**config.mk**
```make
export PLATFORM = sky130hd
export DESIGN_NAME = div_datapath
export DESIGN_NICKNAME = d
export VERILOG_FILES = /design/src/rtl/div_datapath.sv
export SDC_FILE = /design/constraint.sdc
export NUM_CORES = 1
export LEC_CHECK = 0
export BUFFER_PORTS_ARGS = -buffer_cell sky130_fd_sc_hd__buf_2
export CAP_MARGIN = 30
export CORE_UTILIZATION = 35
export DETAILED_ROUTE_END_ITERATION = 8
export PLACE_DENSITY = 0.66
export SETUP_SLACK_MARGIN = 0.5
export SYNTH_ARGS = -nofsm -noshare
export SYNTH_HDL_FRONTEND = slang
export SYNTH_SLANG_ARGS = --single-unit
```
**constraint.sdc**
```tcl
create_clock -name clk -period 3.6 [get_ports clk]
set_input_delay 0.72 -clock clk [delete_from_list [all_inputs] [get_ports clk]]
set_output_delay 0.72 -clock clk [all_outputs]
set_load 0.01 [all_outputs]
```
**src/rtl/div_datapath.sv**
```systemverilog
// div_datapath: register datapath of an 8-bit by 7-bit unsigned
// shift/subtract divider. An external controller sequences it with
// load/shift/add commands and reads sign to decide each quotient bit.
module div_datapath (
    input  logic       clk,
    input  logic       reset,
    input  logic       load,
    input  logic       shift,
    input  logic       add,
    input  logic       inbit,
    input  logic [1:0] sel,
    input  logic [6:0] divisorin,
    input  logic [7:0] dividendin,
    output logic [6:0] remainder,
    output logic [7:0] quotient,
    output logic       sign
);

    // Accumulator operations selected by sel while add is active
    typedef enum logic [1:0] {
        OP_ADD    = 2'b00,
        OP_SUB    = 2'b01,
        OP_SETBIT = 2'b10,
        OP_CLEAR  = 2'b11
    } add_op_t;

    // Divisor, 9-bit signed partial remainder, dividend/quotient shift register
    logic [6:0] d_reg;
    logic [8:0] a_reg;
    logic [7:0] q_reg;

    // Divisor zero-extended to accumulator width for add/subtract
    logic [8:0] d_ext;
    assign d_ext = {2'b00, d_reg};

    add_op_t add_op;
    assign add_op = add_op_t'(sel);

    // Register update; only the highest-priority command acts on each edge
    always_ff @(posedge clk) begin
        if (!reset) begin
            d_reg <= 7'd0;
            a_reg <= 9'd0;
            q_reg <= 8'd0;
        end else if (load) begin
            d_reg <= divisorin;
            a_reg <= 9'd0;
            q_reg <= dividendin;
        end else if (shift) begin
            a_reg <= {a_reg[7:0], q_reg[7]};
            q_reg <= {q_reg[6:0], inbit};
        end else if (add) begin
            case (add_op)
                OP_ADD:    a_reg <= a_reg + d_ext;
                OP_SUB:    a_reg <= a_reg - d_ext;
                OP_SETBIT: q_reg[0] <= inbit;
                OP_CLEAR:  a_reg <= 9'd0;
                default:   a_reg <= a_reg;
            endcase
        end
    end

    assign remainder = a_reg[6:0];
    assign quotient  = q_reg;
    assign sign      = a_reg[8];

endmodule

```
=== Word-level counts from Yosys, hierarchy flattened ===
Index checks and enable logic that the tools add are counted.
Widths: inputs -> output; s select.

* Bits in registers: 24
* Bits of input ports: 23
* Output and inout bits: 16
* Word-level logic and storage cells: 27

* Add/sub/neg operators: 2
* Muxes and demuxes: 8
* Equal/unequal tests: 3
* Bitwise gates (word level): 1
* Reductions and logical operators: 9

{| class="wikitable"
|+ Operators with widths
! cell !! number
|-
| $pmux 9 s3 || 1
|-
| $mux 9 || 2
|-
| $add 9x7->9 || 1
|-
| $sub 9x7->9 || 1
|-
| $mux 8 || 1
|-
| $mux 7 || 1
|-
| $reduce_bool 3->1 || 2
|-
| $eq 2x2->1 const B || 2
|-
| $reduce_and 2->1 || 2
|-
| $reduce_bool 2->1 || 2
|-
| $reduce_bool 4->1 || 1
|-
| $mux 1 || 3
|-
| $eq 2x1->1 const B || 1
|-
| $logic_not 2->1 || 1
|-
| $reduce_or 2->1 || 1
|-
| $not 1->1 || 1
|}

=== Longest topological paths before layout ===
* Word-level depth: 5
* Gate-level depth with buffers: 12
* Mapped depth without buffers: 12

=== Worst setup path after synthesis ===
OpenSTA, ideal clock, no wires.

* Path kind: input -> register
* Start: in sel[1]
* End: reg a_reg[8]
* Required time: 3.470 ns
* Arrival: 2.398 ns
* Slack: 1.071 ns
* Buffers on the path: 0
* Stages: 9
* Setup time: 0.130 ns
* Cells stage by stage: nand2b_1 > o21ai_0 > fa_1 > nand2b_1 > a21oi_1 > or4_1 > a31oi_1 > xnor2_1 > o22ai_1

* Word-level cells in the longest chain between the ends: 4
* Elaborated cells on any way between the ends: 8
* Classes of those cells: 2 x eq/ne; 3 x mux; 3 x reduce/logical

{| class="wikitable"
|+ Ends and longest elaborated chain
! item !! RTL line !! text
|-
| from (decl) || 11 || <nowiki>input logic [1:0] sel,</nowiki>
|-
| $eq 2x2->1 (tied with other cells) || 53 || <nowiki>case (add_op)</nowiki>
|-
| $pmux 9 s3 || 53 ||
|-
| $mux 9 || 52 || <nowiki>end else if (add) begin</nowiki>
|-
| $mux 9 || 49 || <nowiki>end else if (shift) begin</nowiki>
|-
| to (signal assigned) || 50 || <nowiki>a_reg <= {a_reg[7:0], q_reg[7]};</nowiki>
|-
| to (signal assigned) || 54 || <nowiki>OP_ADD: a_reg <= a_reg + d_ext;</nowiki>
|-
| to (signal assigned) || 55 || <nowiki>OP_SUB: a_reg <= a_reg - d_ext;</nowiki>
|-
| to (decl) || 29 || <nowiki>logic [8:0] a_reg;</nowiki>
|}

Several ways; a longest one is shown, not always the timed one. The select of a mux whose other input is x is not followed.
A chain may end at the register's enable or synchronous reset.

=== Worst setup path after layout ===
* Start: reg d_reg[1]
* End: reg a_reg[8]

* Word-level cells in the longest chain between the ends: 4
* Elaborated cells on any way between the ends: 5
* Classes of those cells: 2 x add/sub; 3 x mux

{| class="wikitable"
|+ Ends and longest elaborated chain
! item !! RTL line !! text
|-
| from (decl) || 28 || <nowiki>logic [6:0] d_reg;</nowiki>
|-
| from (signal assigned) || 46 || <nowiki>d_reg <= divisorin;</nowiki>
|-
| $sub 9x7->9 or $add 9x7->9 (tied branches) || 55, 54 ||
|-
| $pmux 9 s3 (*) || 53 ||
|-
| $mux 9 (*) || 52 ||
|-
| $mux 9 (*) || 49 ||
|}

Every way passes the cells marked *; elsewhere a longest branch is shown, timed or not. The select of a mux whose other input is x is not followed.

==> out/results.tsv <==
metric	value	unit
status	finished clean	
largest net degree at the start of global routing	26	
worst min path class	reg -> reg	
crit start category	register	
clock sinks	24	
core area	4320	um2
Seq pwr share	44.7	%
Syn-to-layout area delta	14.5	%
hold buffer count at CTS	0	
Switching Share	29.6	%
DRC violations left	0	
setup TNS	0	ns
Yosys warning count	0	
CTS Root Cell	clkbuf_8	
Layout Nets	249	
slew margin rel.	46.6	%
wire per inst	12.4	um
Post-Route WL	3320	um
Port Buf Inserts	38	
antenna violations before repair	0	
Clock Latency Late Sink	0.27	ns
combinational share of power	26.6	%
Global Route Usage Sum	14.9	%
f_max	371	MHz
pwr/cell area	360	nW/um2
WP data required	3.75	ns
CTS tree	done	
Post-Syn Instances	187	
sequential share of the synthesized area	30.5	%
min cycle time layout	2.69	ns
Final ANT Viol Nets	0	
worst-path fanout max	4	
layout cells sized above 1	20.0	%
EDFF count, synth	0	
Antenna diodes	0	
gpl congestion	0.749	
number of max-cap violations	0	
crit end category	register	
Initial Utilization	36.4	%
Post-CTS Repair Setup Buffers	0	
Syn Area/Cell	8.42	um2
CTS buffer count	3	
WP data arrival	2.84	ns
drt first pass iters	4	
DP Wirelength	2530	um
leakage power	0.824	nW
CTS H-Tree Depth	1	
DIE WIDTH	69.1	um
most common flop cell mapped by yosys	dfxtp_1	
Reg clk slew, reported paths	0.09	ns
RSZ-0062 raised after global routing	false	
fin area	1800	um2
Die ar.	4770	um2
Netlist cell types	38	
P_sw	192	uW
Worst Skew	0.00703	ns
ys async rst share	0	%
first-pass GRT wire length	5980	um
syn_nets	220	
num ports	39	
Clock Power Share	28.7	%
initial drt markers	68	
Post-Syn Area	1570	um2
clock buffer depth	2	
Via density	5.12	
FF+latch count, synth	24	
worst slew pin tran	0.801	ns
CTS resizes	0	
Overflow after GRT	0	
row count	24	
Tcrit/Tclk final	74.8	%
Slew Limit Fails	0	
peak supply drop	0.253	mV
Critical Setup Path Class	reg -> reg	
number of flip-flops in the largest register	9	
Pint	458	uW
final hold vios	0	
vias	1367	
Post-Place Cell Area	1750	um2
Die Ht	69.1	um
final setup violating endpoints	0	
vias in the first global route	1297	
-- layout make-up --
type	instances	area (um2)
sequential	24	480
clock buffer	4	55.1
inverter	7	26.3
timing repair buffer	38	190
fill	458	2520
multi-input combinational	142	986
tap	52	65.1
-- worst paths after layout --
kind	startpoint	to	slack [ns]	depth (start not counted)
worst max register to register	d_reg[1]$_SDFFE_PN0P_	a_reg[8]$_SDFFE_PP0P_	0.91	12
worst min register to register	d_reg[1]$_SDFFE_PN0P_	d_reg[1]$_SDFFE_PN0P_	0.56	2
worst min-delay path	d_reg[1]$_SDFFE_PN0P_	d_reg[1]$_SDFFE_PN0P_	0.56	2
worst max-delay path	d_reg[1]$_SDFFE_PN0P_	a_reg[8]$_SDFFE_PP0P_	0.91	12
-- cell usage after synthesis, types with 3 or more instances --
library cell | n | area, um2
clkbuf_1 | 4 | 15.0
a21oi_1 | 6 | 30.0
nor2_1 | 15 | 56.3
mux2i_1 | 17 | 170
buf_4 | 7 | 52.6
xor2_1 | 3 | 26.3
and2_1 | 9 | 56.3
nand2_1 | 13 | 48.8
o21ai_0 | 15 | 75.1
nor2b_1 | 9 | 56.3
a22oi_1 | 5 | 37.5
inv_1 | 7 | 26.3
ha_1 | 9 | 113
dfxtp_1 | 24 | 480
nor3_1 | 3 | 15.0
nand2b_1 | 7 | 43.8
xnor2_1 | 6 | 52.6
-- metal layers --
| metal | up-vias | track usage, % | share of wire [%] |
|---|---|---|---|
| met5 | - | 0 | 0 |
| met4 | 0 | 3.40 | 0.84 |
| li1 | 712 | - | - |
| met3 | 5 | 2.19 | 5.3 |
| met2 | 41 | 23.5 | 43 |
| met1 | 609 | 21.3 | 50 |
-- through the flow --
step	hold WS, ns	setup slack [ns]	util (%)	power (mW)	std cells
after floorplan	0.516	1.07	-	0.426	187
after global placement	0.530	0.695	40.4	0.467	263
after detailed placement	0.552	0.679	40.4	0.469	263
after CTS	0.565	0.896	41.7	0.653	267
after global routing	0.595	0.619	41.7	0.690	267
final	0.559	0.907	41.7	0.650	267
-- placed cells by master, fill, tap and decap left out, types with 5 or more instances in the layout --
| master | n |
|---|---|
| a22oi_1 | 5 |
| nand2b_1 | 7 |
| mux2i_1 | 17 |
| o21ai_0 | 15 |
| nand2_1 | 13 |
| inv_1 | 7 |
| ha_1 | 9 |
| nor2_1 | 15 |
| a21oi_1 | 6 |
| dfxtp_1 | 24 |
| xnor2_1 | 6 |
| nor2b_1 | 9 |
| and2_1 | 9 |
| buf_2 | 38 |
-- critical path, cell delays in order (launching register included) --
cell     delay, ns
dfxtp_1       0.34
inv_1         0.07
ha_1          0.15
nor3b_1       0.32
nor2_1        0.09
xnor2_1       0.22
ha_1          0.31
o21ai_1       0.09
a21oi_1       0.08
or4_1         0.41
a31oi_1       0.24
xnor2_1       0.15
o22ai_1       0.09
-- power by group through the flow --
stage | registers (mW) | logic (mW) | clock network (mW)
6_report | 0.290 | 0.173 | 0.187
5_1_grt | 0.293 | 0.197 | 0.200
4_1_cts | 0.290 | 0.173 | 0.190
3_5_place_dp | 0.297 | 0.172 | 0
3_3_place_gp | 0.297 | 0.171 | 0
2_1_floorplan | 0.297 | 0.130 | 0
-- cell families (layout without fill, tap and decap cells) --
logic type,Yosys count,count (layout),share of synthesized area (%)
buffers and inverters,21,49,6.84
multiplexers,17,17,10.8
AO/OA/AOI/OAI,42,42,17.0
adder cells (fa/ha/maj),10,10,8.43
XOR/XNOR,9,9,5.01
flip-flops,24,24,30.5
AND/OR/NAND/NOR,64,64,21.4
Power figures use the tool's default switching activity.
